$ cat src/rtl/load_store_unit_if.sv
// Core-request, memory-request/response and completion signals of the
// load/store unit, bundled so the LSU and its environment share one port.
interface load_store_unit_if #(
    parameter int XLEN = 32
);
    localparam int STRB_W = XLEN / 8;

    logic              i_Valid_1;
    logic              o_Ready_1;
    logic              i_Load_1;
    logic              i_Store_1;
    logic              i_LoadUnsigned_1;
    logic [1:0]        i_LoadStoreWidth_2;
    logic [XLEN-1:0]   i_Addr_XLEN;
    logic [XLEN-1:0]   i_StoreData_XLEN;
    logic              o_MemReqValid_1;
    logic              i_MemReqReady_1;
    logic [XLEN-1:0]   o_MemAddr_XLEN;
    logic              o_MemWrite_1;
    logic [XLEN-1:0]   o_MemWData_XLEN;
    logic [STRB_W-1:0] o_MemStrb;
    logic              i_MemRspValid_1;
    logic [XLEN-1:0]   i_MemRData_XLEN;
    logic              i_MemRspErr_1;
    logic              o_Done_1;
    logic [XLEN-1:0]   o_LoadData_XLEN;
    logic              o_Misaligned_1;
    logic              o_BusErr_1;
    logic              o_Busy_1;

    // LSU side
    modport slave (
        input  i_Valid_1, i_Load_1, i_Store_1, i_LoadUnsigned_1, i_LoadStoreWidth_2,
        input  i_Addr_XLEN, i_StoreData_XLEN, i_MemReqReady_1,
        input  i_MemRspValid_1, i_MemRData_XLEN, i_MemRspErr_1,
        output o_Ready_1, o_MemReqValid_1, o_MemAddr_XLEN, o_MemWrite_1,
        output o_MemWData_XLEN, o_MemStrb, o_Done_1, o_LoadData_XLEN,
        output o_Misaligned_1, o_BusErr_1, o_Busy_1
    );

    // Core plus memory side (the environment driving the LSU)
    modport master (
        output i_Valid_1, i_Load_1, i_Store_1, i_LoadUnsigned_1, i_LoadStoreWidth_2,
        output i_Addr_XLEN, i_StoreData_XLEN, i_MemReqReady_1,
        output i_MemRspValid_1, i_MemRData_XLEN, i_MemRspErr_1,
        input  o_Ready_1, o_MemReqValid_1, o_MemAddr_XLEN, o_MemWrite_1,
        input  o_MemWData_XLEN, o_MemStrb, o_Done_1, o_LoadData_XLEN,
        input  o_Misaligned_1, o_BusErr_1, o_Busy_1
    );
endinterface

$ cat src/rtl/load_store_unit.sv
// Single-outstanding load/store unit: latches one core request, checks
// alignment, issues one memory transaction with lane strobes and replicated
// store data, then extracts/extends the load result and reports completion.
module load_store_unit #(
    parameter int XLEN = 32
) (
    input logic               i_Clk_1,
    input logic               i_Rstn_1,
    load_store_unit_if.slave  bus
);
    localparam int STRB_W = XLEN / 8;
    localparam int OFF_W  = $clog2(STRB_W);

    typedef enum logic [1:0] {S_IDLE, S_REQ, S_RSP, S_DONE} state_e;

    state_e            state_q, state_d;
    logic [XLEN-1:0]   addr_q, addr_d;
    logic [XLEN-1:0]   wdata_q, wdata_d;
    logic [STRB_W-1:0] strb_q, strb_d;
    logic              write_q, write_d;
    logic              zext_q, zext_d;
    logic [1:0]        width_q, width_d;
    logic              done_q, done_d;
    logic              mis_q, mis_d;
    logic              berr_q, berr_d;
    logic [XLEN-1:0]   load_data_q, load_data_d;

    // Doubleword on a 32-bit unit, or an address not a multiple of the size.
    function automatic logic misaligned(input logic [2:0] a, input logic [1:0] width);
        logic [2:0] amask;
        amask = 3'((4'd1 << width) - 4'd1);
        return ((width == 2'b11) && (XLEN == 32)) || (|(a & amask));
    endfunction

    // Contiguous byte enables starting at the address lane.
    function automatic logic [STRB_W-1:0] lane_strobe(input logic [OFF_W-1:0] off,
                                                       input logic [1:0] width);
        logic [STRB_W-1:0] r;
        int lo, hi;
        lo = int'(off);
        hi = lo + (1 << width);
        for (int i = 0; i < STRB_W; i++) r[i] = (i >= lo) && (i < hi);
        return r;
    endfunction

    // Store datum of the access size repeated across every byte lane.
    function automatic logic [XLEN-1:0] replicate(input logic [XLEN-1:0] data,
                                                   input logic [1:0] width);
        logic [XLEN-1:0] r;
        int sz;
        sz = 1 << width;
        for (int i = 0; i < STRB_W; i++) r[i*8 +: 8] = data[(i & (sz - 1))*8 +: 8];
        return r;
    endfunction

    // Shift the addressed lane down, keep size bytes, sign- or zero-extend.
    function automatic logic [XLEN-1:0] extract(input logic [XLEN-1:0] rdata,
                                                 input logic [OFF_W-1:0] off,
                                                 input logic [1:0] width,
                                                 input logic zext);
        logic [XLEN-1:0] sh, mask, r;
        int nb;
        sh = rdata >> {off, 3'b000};
        nb = 8 << width;
        if (nb > XLEN) nb = XLEN;
        for (int i = 0; i < XLEN; i++) mask[i] = (i < nb);
        r = sh & mask;
        if (!zext && sh[nb-1]) r = r | ~mask;
        return r;
    endfunction

    // Next-state and next-output computation for the request FSM.
    always_comb begin
        state_d     = state_q;
        addr_d      = addr_q;
        wdata_d     = wdata_q;
        strb_d      = strb_q;
        write_d     = write_q;
        zext_d      = zext_q;
        width_d     = width_q;
        done_d      = 1'b0;
        mis_d       = mis_q;
        berr_d      = berr_q;
        load_data_d = load_data_q;
        case (state_q)
            S_IDLE: begin
                if (bus.i_Valid_1 && (bus.i_Load_1 || bus.i_Store_1)) begin
                    addr_d  = bus.i_Addr_XLEN;
                    write_d = bus.i_Store_1 && !bus.i_Load_1;
                    zext_d  = bus.i_LoadUnsigned_1;
                    width_d = bus.i_LoadStoreWidth_2;
                    wdata_d = replicate(bus.i_StoreData_XLEN, bus.i_LoadStoreWidth_2);
                    strb_d  = lane_strobe(bus.i_Addr_XLEN[OFF_W-1:0], bus.i_LoadStoreWidth_2);
                    if (misaligned(bus.i_Addr_XLEN[2:0], bus.i_LoadStoreWidth_2)) begin
                        state_d     = S_DONE;
                        done_d      = 1'b1;
                        mis_d       = 1'b1;
                        berr_d      = 1'b0;
                        load_data_d = '0;
                    end else begin
                        state_d = S_REQ;
                    end
                end
            end
            S_REQ: begin
                if (bus.i_MemReqReady_1) state_d = S_RSP;
            end
            S_RSP: begin
                if (bus.i_MemRspValid_1) begin
                    state_d     = S_DONE;
                    done_d      = 1'b1;
                    mis_d       = 1'b0;
                    berr_d      = bus.i_MemRspErr_1;
                    load_data_d = (bus.i_MemRspErr_1 || write_q) ? '0 :
                                  extract(bus.i_MemRData_XLEN, addr_q[OFF_W-1:0], width_q, zext_q);
                end
            end
            default: state_d = S_IDLE;
        endcase
    end

    // State and registered outputs; reset drops any transaction in flight.
    always_ff @(posedge i_Clk_1 or negedge i_Rstn_1) begin
        if (!i_Rstn_1) begin
            state_q     <= S_IDLE;
            addr_q      <= '0;
            wdata_q     <= '0;
            strb_q      <= '0;
            write_q     <= 1'b0;
            zext_q      <= 1'b0;
            width_q     <= 2'b00;
            done_q      <= 1'b0;
            mis_q       <= 1'b0;
            berr_q      <= 1'b0;
            load_data_q <= '0;
        end else begin
            state_q     <= state_d;
            addr_q      <= addr_d;
            wdata_q     <= wdata_d;
            strb_q      <= strb_d;
            write_q     <= write_d;
            zext_q      <= zext_d;
            width_q     <= width_d;
            done_q      <= done_d;
            mis_q       <= mis_d;
            berr_q      <= berr_d;
            load_data_q <= load_data_d;
        end
    end

    assign bus.o_Ready_1       = (state_q == S_IDLE);
    assign bus.o_Busy_1        = (state_q != S_IDLE);
    assign bus.o_MemReqValid_1 = (state_q == S_REQ);
    assign bus.o_MemAddr_XLEN  = addr_q;
    assign bus.o_MemWrite_1    = write_q;
    assign bus.o_MemWData_XLEN = wdata_q;
    assign bus.o_MemStrb       = strb_q;
    assign bus.o_Done_1        = done_q;
    assign bus.o_LoadData_XLEN = load_data_q;
    assign bus.o_Misaligned_1  = mis_q;
    assign bus.o_BusErr_1      = berr_q;
endmodule

$ cat src/flat_wrapper.sv
// flat-port wrapper written by rule: the top's interface ports become plain ports
module load_store_unit_flat 
#(
    parameter int XLEN = 32
)
  (i_Clk_1, i_Rstn_1, bus_i_Valid_1, bus_i_Load_1, bus_i_Store_1, bus_i_LoadUnsigned_1, bus_i_LoadStoreWidth_2, bus_i_Addr_XLEN, bus_i_StoreData_XLEN, bus_i_MemReqReady_1, bus_i_MemRspValid_1, bus_i_MemRData_XLEN, bus_i_MemRspErr_1, bus_o_Ready_1, bus_o_MemReqValid_1, bus_o_MemAddr_XLEN, bus_o_MemWrite_1, bus_o_MemWData_XLEN, bus_o_MemStrb, bus_o_Done_1, bus_o_LoadData_XLEN, bus_o_Misaligned_1, bus_o_BusErr_1, bus_o_Busy_1);
  load_store_unit_if #(.XLEN(XLEN)) bus_i ();
  input logic i_Clk_1;
  input logic i_Rstn_1;
  input wire logic [$bits(bus_i.i_Valid_1)-1:0] bus_i_Valid_1;
  input wire logic [$bits(bus_i.i_Load_1)-1:0] bus_i_Load_1;
  input wire logic [$bits(bus_i.i_Store_1)-1:0] bus_i_Store_1;
  input wire logic [$bits(bus_i.i_LoadUnsigned_1)-1:0] bus_i_LoadUnsigned_1;
  input wire logic [$bits(bus_i.i_LoadStoreWidth_2)-1:0] bus_i_LoadStoreWidth_2;
  input wire logic [$bits(bus_i.i_Addr_XLEN)-1:0] bus_i_Addr_XLEN;
  input wire logic [$bits(bus_i.i_StoreData_XLEN)-1:0] bus_i_StoreData_XLEN;
  input wire logic [$bits(bus_i.i_MemReqReady_1)-1:0] bus_i_MemReqReady_1;
  input wire logic [$bits(bus_i.i_MemRspValid_1)-1:0] bus_i_MemRspValid_1;
  input wire logic [$bits(bus_i.i_MemRData_XLEN)-1:0] bus_i_MemRData_XLEN;
  input wire logic [$bits(bus_i.i_MemRspErr_1)-1:0] bus_i_MemRspErr_1;
  output wire logic [$bits(bus_i.o_Ready_1)-1:0] bus_o_Ready_1;
  output wire logic [$bits(bus_i.o_MemReqValid_1)-1:0] bus_o_MemReqValid_1;
  output wire logic [$bits(bus_i.o_MemAddr_XLEN)-1:0] bus_o_MemAddr_XLEN;
  output wire logic [$bits(bus_i.o_MemWrite_1)-1:0] bus_o_MemWrite_1;
  output wire logic [$bits(bus_i.o_MemWData_XLEN)-1:0] bus_o_MemWData_XLEN;
  output wire logic [$bits(bus_i.o_MemStrb)-1:0] bus_o_MemStrb;
  output wire logic [$bits(bus_i.o_Done_1)-1:0] bus_o_Done_1;
  output wire logic [$bits(bus_i.o_LoadData_XLEN)-1:0] bus_o_LoadData_XLEN;
  output wire logic [$bits(bus_i.o_Misaligned_1)-1:0] bus_o_Misaligned_1;
  output wire logic [$bits(bus_i.o_BusErr_1)-1:0] bus_o_BusErr_1;
  output wire logic [$bits(bus_i.o_Busy_1)-1:0] bus_o_Busy_1;
  assign bus_i.i_Valid_1 = bus_i_Valid_1;
  assign bus_i.i_Load_1 = bus_i_Load_1;
  assign bus_i.i_Store_1 = bus_i_Store_1;
  assign bus_i.i_LoadUnsigned_1 = bus_i_LoadUnsigned_1;
  assign bus_i.i_LoadStoreWidth_2 = bus_i_LoadStoreWidth_2;
  assign bus_i.i_Addr_XLEN = bus_i_Addr_XLEN;
  assign bus_i.i_StoreData_XLEN = bus_i_StoreData_XLEN;
  assign bus_i.i_MemReqReady_1 = bus_i_MemReqReady_1;
  assign bus_i.i_MemRspValid_1 = bus_i_MemRspValid_1;
  assign bus_i.i_MemRData_XLEN = bus_i_MemRData_XLEN;
  assign bus_i.i_MemRspErr_1 = bus_i_MemRspErr_1;
  assign bus_o_Ready_1 = bus_i.o_Ready_1;
  assign bus_o_MemReqValid_1 = bus_i.o_MemReqValid_1;
  assign bus_o_MemAddr_XLEN = bus_i.o_MemAddr_XLEN;
  assign bus_o_MemWrite_1 = bus_i.o_MemWrite_1;
  assign bus_o_MemWData_XLEN = bus_i.o_MemWData_XLEN;
  assign bus_o_MemStrb = bus_i.o_MemStrb;
  assign bus_o_Done_1 = bus_i.o_Done_1;
  assign bus_o_LoadData_XLEN = bus_i.o_LoadData_XLEN;
  assign bus_o_Misaligned_1 = bus_i.o_Misaligned_1;
  assign bus_o_BusErr_1 = bus_i.o_BusErr_1;
  assign bus_o_Busy_1 = bus_i.o_Busy_1;
  load_store_unit #(.XLEN(XLEN)) u_core (.i_Clk_1(i_Clk_1), .i_Rstn_1(i_Rstn_1), .bus(bus_i));
endmodule
$ cat config.mk
export PLATFORM = sky130hd
export DESIGN_NAME = load_store_unit_flat
export DESIGN_NICKNAME = d
export VERILOG_FILES = /design/src/rtl/load_store_unit_if.sv /design/src/rtl/load_store_unit.sv /design/src/flat_wrapper.sv
export SDC_FILE = /design/constraint.sdc
export NUM_CORES = 1
export LEC_CHECK = 0
export CAP_MARGIN = 5
export CORE_MARGIN = 5
export CORE_UTILIZATION = 43
export CTS_CLUSTER_DIAMETER = 50
export DETAILED_ROUTE_END_ITERATION = 8
export GPL_TIMING_DRIVEN = 0
export MAX_ROUTING_LAYER = met4
export PLACE_DENSITY_LB_ADDON = 0.05
export SYNTH_ARGS = -nofsm -noshare
export SYNTH_HDL_FRONTEND = slang
export SYNTH_SLANG_ARGS = --single-unit
$ cat constraint.sdc
create_clock -name i_Clk_1 -period 3.1 [get_ports i_Clk_1]
set_input_delay 0.62 -clock i_Clk_1 [delete_from_list [all_inputs] [get_ports i_Clk_1]]
set_output_delay 0.62 -clock i_Clk_1 [all_outputs]
set_load 0.02 [all_outputs]
==> results of run 1 <==
sequential cells by signal, summed over array words and instances, names as in the netlist:
signal and flops:
u_core.bus.o_Done_1 1, u_core.bus.o_Misaligned_1 1, u_core.bus.o_MemWrite_1 1, u_core.width_q 2
u_core.bus.o_LoadData_XLEN 32, u_core.zext_q 1, u_core.state_q 2, u_core.bus.o_MemWData_XLEN 32
u_core.bus.o_MemStrb 4, u_core.bus.o_BusErr_1 1, u_core.bus.o_MemAddr_XLEN 32
metal layers:
layer,share of wire (%),wire [µm]
met1,42,6552
met2,49,7771
met3,7.0,1097
met4,1.9,301
met5,0,0
through the flow:
stage | power [mW] | util, % | hold WS [ns] | std cells
after global placement | 6.396 | 63.06 | 0.4601 | 808
after global routing | 8.042 | 65.85 | 0.3762 | 825
after CTS | 7.673 | 65.78 | 0.3403 | 824
after detailed placement | 6.496 | 63.27 | 0.4693 | 809
final | 7.607 | 65.85 | 0.3173 | 825
after floorplan | 4.599 | - | 0.3244 | 449
power groups by stage:
stage	Sequential [mW]	Clock, mW	Combinational [mW]
6_report	2.41	1.16	4.03
5_1_grt	2.49	1.24	4.31
4_1_cts	2.41	1.18	4.08
3_5_place_dp	2.43	0	4.07
3_3_place_gp	2.40	0	3.99
2_1_floorplan	3.12	0	1.48
area by class of cell:
type	instances	area, µm²
Sequential cell	109	2728
Fill cell	986	4085
Timing Repair Buffer	214	2155
Inverter	11	41.29
Clock buffer	12	246.5
Buffer	32	157.7
Multi-Input combinational cell	297	2318
Tap cell	147	183.9
Clock inverter	3	46.29
cell families (layout without fill, tap and decap cells):
family | after synthesis | count (layout) | synth area share [%]
compound gates | 113 | 113 | 15.31
xor+xnor | 1 | 1 | 0.1673
fa+ha+maj | 9 | 9 | 2.293
buf+inv | 43 | 272 | 3.750
flops | 109 | 109 | 52.08
mux | 94 | 94 | 19.18
simple gates | 80 | 80 | 7.215
worst paths after layout:
check                                                                   to  slack, ns  depth (start not counted)                                       start
worst min register to register  u_core.bus.o_MemWData_XLEN[17]$_DFFE_PN0P_       0.48                          2  u_core.bus.o_MemWData_XLEN[17]$_DFFE_PN0P_
worst max-delay path            u_core.bus.o_LoadData_XLEN[11]$_DFFE_PN0P_       0.28                         10                   bus_i_LoadStoreWidth_2[1]
max in group asynchronous       u_core.bus.o_MemWData_XLEN[18]$_DFFE_PN0P_       2.06                          2                                    i_Rstn_1
worst max register to register  u_core.bus.o_LoadData_XLEN[24]$_DFFE_PN0P_       0.44                         10               u_core.width_q[0]$_DFFE_PN0P_
min in group i_Clk_1            u_core.bus.o_MemWData_XLEN[17]$_DFFE_PN0P_       0.48                          2  u_core.bus.o_MemWData_XLEN[17]$_DFFE_PN0P_
worst min-delay path            u_core.bus.o_LoadData_XLEN[14]$_DFFE_PN0P_       0.32                          1                                    i_Rstn_1
cells in the mapped netlist, drive strengths merged, types with 9 or more instances:
| cell | count | area share (%) |
|---|---|---|
| mux2 | 51 | 11 |
| o21ai | 43 | 4.1 |
| inv | 11 | 0.79 |
| dfrtp | 109 | 52 |
| nor2 | 14 | 1.1 |
| buf | 14 | 1.7 |
| a21oi | 17 | 1.6 |
| nand2 | 40 | 2.9 |
| a221o | 9 | 1.8 |
| clkbuf | 18 | 1.3 |
| mux2i | 43 | 8.2 |
| a22o | 15 | 2.5 |
repair_timing:
action / in CTS / in global routing
setup buffers: 0 / 1
gates resized for setup: 3 / 0
hold buffers: 0 / 0
endpoints found under the setup margin: 34 / 9
pin swaps: 0 / 1
==> metrics.md, run 1 <==
| Metric | Value |
|---|---|
| Max cap viols | 0 |
| Vias | 4393 |
| I/O Buffers | 212 |
| TritonRoute pass-1 iters | 4 |
| Max_slew headroom | 36.12% |
| Clk buf depth | 2 |
| DP Area | 0.007569 mm² |
| Post-synth net total | 565 |
| Pwr per Cell Area | 965.8 mW/mm² |
| Design Area, Final | 0.007876 mm² |
| Commonest non-fill, non-tap cells in the layout | clkdlybuf4s50_1, dfrtp_1, mux2_2 |
| Number of clock sinks | 109 |
| Slew Viols, Final | 0 |
| Net count, final | 790 |
| Post-Syn Area | 0.005238 mm² |
| Pre-CTS setup slack | -0.5512 ns |
| Int Pwr | 4.666 mW |
| Ys flop type | dfrtp_1 |
| VDD IR max | 537.9 µV |
| Delay of the slowest critical-path stage | 0.67 ns |
| TritonCTS Buffers | 9 |
| Vias/cell | 5.325 |
| Die Footprint | 0.01449 mm² |
| WS Path Type | in -> reg |
| Combinational Power Share | 53.0% |
| Worst path bufs/invs | 4 |
| GR Util met1 | 27.74% |
| Number of remaining DRC errors | 0 |
| Placer Congestion | 0.8781 |
| Die Ht | 120.4 µm |
| NetSw | 2.941 mW |
| Crit. End Element | flip-flop |
| Total GRT Usage | 22.31% |
| Core ar. | 0.01196 mm² |
| Hold Crit Class | in -> async |
| DP HPWL | 11950 µm |
| Busiest grt layer | met2 |
| Result of the run | completed |
| Clock power frac | 15.3% |
| Starting DRT DRC Count | 300 |
| Worst Setup Start Kind | input port |
| Rows | 40 |
| GR Layer Usage met3 | 5.566% |
| Layout cells sized above 1 | 14.60% |
| Period utilization | 90.95% |
| Distinct cells, synth | 48 |
| Worst path arrival time | 3.10 ns |
| Routed WL | 15720 µm |
| Largest net degree at the start of global routing | 58 |
| Synthesized area per cell | 11.66 µm² |
| Gate Count Post-Synth | 449 |
| Synth warn | 0 |
| Synthesized flop and latch total | 109 |
| Final Hold Vio Count | 0 |
| Required time of the critical path | 3.38 ns |
| Root buffer cell | clkbuf_16 |
| Synthesis-to-layout area growth | 50.38% |
| Crit path max fanout | 10 |
| Number of synthesized flops with an enable pin | 0 |
| Worst-Skew Late Latency | 0.35 ns |
| Initial Util | 43.79% |
| P_leak | 3.498 nW |
| I/O pins | 214 |
| Antenna violations before repair | 0 |
| Vias in the first global route | 4744 |
| Sw frac | 38.66% |
| Number of diodes | 0 |
| CTS tree | yes |
| Slowest CP cell | a2111oi_4 |
| DR WL/cell | 19.06 µm |
| H-tree depth | 3 |
| Leading cell type in the layout, fill and taps excluded | clkdlybuf4s50_1 |
| Grt met2 use | 35.80% |
| Critical path, cell by cell | clkdlybuf4s50_1 -> clkbuf_2 -> nor2_4 -> inv_1 -> ha_1 -> nor2_2 -> a2111oi_4 -> buf_4 -> o31a_4 -> a22o_1 |
| Fin crit period | 2.819 ns |
| Setup slack after layout | 0.2807 ns |
| Global-route wire length before repair | 24780 µm |
| Setup TNS | 0 ns |
| Actual slew at the worst max-slew pin | 0.9561 ns |
| Power share of the sequential group | 31.7% |
| Clock skew | 0.007736 ns |
| ANT nets after route | 0 |
| GR Overflow Total | 0 |
| FFs w/ async S/R, synth | 100.0% |
| Crit path max-delay family | buffers and inverters |
| RSZ-0062 raised after global routing | false |
| Die span in x | 120.4 µm |
| Clock slew seen by the registers of the worst setup and hold paths | 0.07 ns |
| Sequential area share after synthesis | 52.08% |
| Fmax | 0.3547 GHz |
| Setup Viol. Count Final | 0 |
No activity file was read; power rests on OpenSTA's default activity.
==> run 2: changes to the inputs <==
CTS_CLUSTER_SIZE = 30   (was unset)
==> results of run 2 <==
Final layout, timing and power as in run 1 (identical DEF).
==> run 3: changes to the inputs <==
CORE_MARGIN = unset   (was 5)
==> metrics.md, run 3 (synthesis results as in run 1) <==
| Metric | Value |
|---|---|
| CTS tree | yes |
| DP Area | 0.007564 mm² |
| Global-route wire length before repair | 23590 µm |
| Clk buf depth | 2 |
| P_leak | 3.531 nW |
| Hold slack | 0.2655 ns |
| Setup slack after layout | 0.2961 ns |
| Clock slew seen by the registers of the worst setup and hold paths | 0.07 ns |
| TritonCTS Buffers | 9 |
| Result of the run | completed |
| ANT nets after route | 0 |
| Setup TNS | 0 ns |
| Placer Congestion | 0.8205 |
| Antenna violations before repair | 0 |
| Vias | 4493 |
| Slew Viols, Final | 0 |
| Number of remaining DRC errors | 0 |
| I/O Buffers | 212 |
| Crit. End Element | flip-flop |
| Net count, final | 791 |
| Total GRT Usage | 24.84% |
| CTS Hold Bufs | 0 |
| Routed WL | 14700 µm |
| Core ar. | 0.01166 mm² |
| Pwr per Cell Area | 970.2 mW/mm² |
| Reg2Reg Depth | 10 |
| GR Overflow Total | 0 |
| Period utilization | 90.45% |
| Setup Viol. Count Final | 0 |
| Max cap viols | 0 |
| Design Area, Final | 0.007920 mm² |
| DP HPWL | 11110 µm |
| Fmax | 0.3566 GHz |
| Layout cells sized above 1 | 15.44% |
| I/O pins | 214 |
| TritonRoute pass-1 iters | 4 |
| WS Path Type | in -> reg |
| Pre-CTS setup slack | -0.5354 ns |
| Leading cell type in the layout, fill and taps excluded | clkdlybuf4s50_1 |
| Multi-input logic area | 0.002318 mm² |
| Final Hold Vio Count | 0 |
| Fin crit period | 2.804 ns |
| Root buffer cell | clkbuf_16 |
| Required time of the critical path | 3.38 ns |
| Starting DRT DRC Count | 183 |
| VDD IR max | 633.0 µV |
| Max_slew headroom | 47.78% |
| Number of clock sinks | 109 |
| Worst Setup Start Kind | input port |
| Worst-Skew Late Latency | 0.35 ns |
| Synthesis-to-layout area growth | 51.22% |
| Number of diodes | 0 |
| Largest net degree at the start of global routing | 69 |
| Vias in the first global route | 4671 |
| Actual slew at the worst max-slew pin | 0.7816 ns |
| Initial Util | 44.91% |
| Clock skew | 0.006854 ns |
| Vias/cell | 5.459 |
| Worst path arrival time | 3.09 ns |
| H-tree depth | 3 |
| RSZ-0062 raised after global routing | false |
| Register cell area after layout | 0.002728 mm² |
| Crit path max fanout | 10 |
| Cell Count, Final, Fillers Out | 823 |
| Die Footprint | 0.01263 mm² |
| Fill count | 926 |
| Die Ht | 112.4 µm |
| Hold Crit Class | in -> async |
| DR WL/cell | 17.86 µm |
| Placed cells | 805 |
| Commonest non-fill, non-tap cells in the layout | clkdlybuf4s50_1, dfrtp_1, mux2_2 |
| Rows | 39 |
| Die span in x | 112.4 µm |
[run 3: cell count changes in the layout (fill, tap and decap cells not counted)]
cell,delta
buf_4,+1
clkinv_4,-1
clkbuf_8,+4
clkbuf_2,+2
clkbuf_1,-4
[run 3: worst max-delay path, cell delays in order]
cell,delay [ns]
clkdlybuf4s50_1,0.50
clkbuf_2,0.27
nor2_4,0.08
inv_1,0.06
ha_1,0.14
nor2_2,0.09
a2111oi_4,0.63
buf_4,0.31
o31a_4,0.24
a22o_1,0.15
[run 3: path summary, 6_finish.rpt]
check,from,to,slack (ns)
setup / recovery,bus_i_LoadStoreWidth_2[1],u_core.bus.o_LoadData_XLEN[15]$_DFFE_PN0P_,0.30
hold / removal,i_Rstn_1,u_core.bus.o_LoadData_XLEN[0]$_DFFE_PN0P_,0.27
setup reg to reg,u_core.width_q[0]$_DFFE_PN0P_,u_core.bus.o_LoadData_XLEN[24]$_DFFE_PN0P_,0.41
hold reg to reg,u_core.bus.o_MemStrb[2]$_DFFE_PN0P_,u_core.bus.o_MemStrb[2]$_DFFE_PN0P_,0.48
max in group asynchronous,i_Rstn_1,u_core.bus.o_MemWData_XLEN[2]$_DFFE_PN0P_,2.09
min in group i_Clk_1,u_core.bus.o_MemStrb[2]$_DFFE_PN0P_,u_core.bus.o_MemStrb[2]$_DFFE_PN0P_,0.48
[run 3: stage by stage]
stage / utilization, % / power [mW]
2_1_floorplan: - / 4.599
4_1_cts: 67.75 / 7.726
5_1_grt: 67.91 / 8.097
3_5_place_dp: 64.85 / 6.452
3_3_place_gp: 64.64 / 6.351
6_report: 67.91 / 7.684
[run 3: per-layer routing]
| metal | up-vias | global-route usage, % | part of all wire, % |
|---|---|---|---|
| met4 | 0 | 6.400 | 1.5 |
| met1 | 2227 | 30.00 | 43 |
| met3 | 18 | 7.181 | 6.8 |
| met5 | - | - | 0 |
| li1 | 2075 | - | - |
| met2 | 173 | 40.95 | 49 |
[run 3: repair_timing]
item	in CTS	in global routing
cloned	0	0
setup endpoints to repair	33	35
gates resized for setup	2	6
buffers inserted	0	2
pin swaps	0	1
[run 3: final cells by class]
type,count,share of cell area [%]
Buffer,32,2.022
Tap cell,143,2.259
Clock inverter,2,0.4739
Inverter,11,0.5213
Multi-Input combinational cell,297,29.27
Clock buffer,14,3.712
Sequential cell,109,34.44
Timing Repair Buffer,215,27.30
[run 3: where the power goes]
part	leakage (nW)	switching (mW)	internal, mW
Sequential	1.38	0.376	2.05
Clock	0.161	0.511	0.738
Combinational	1.99	2.04	1.98
Total	3.53	2.92	4.76
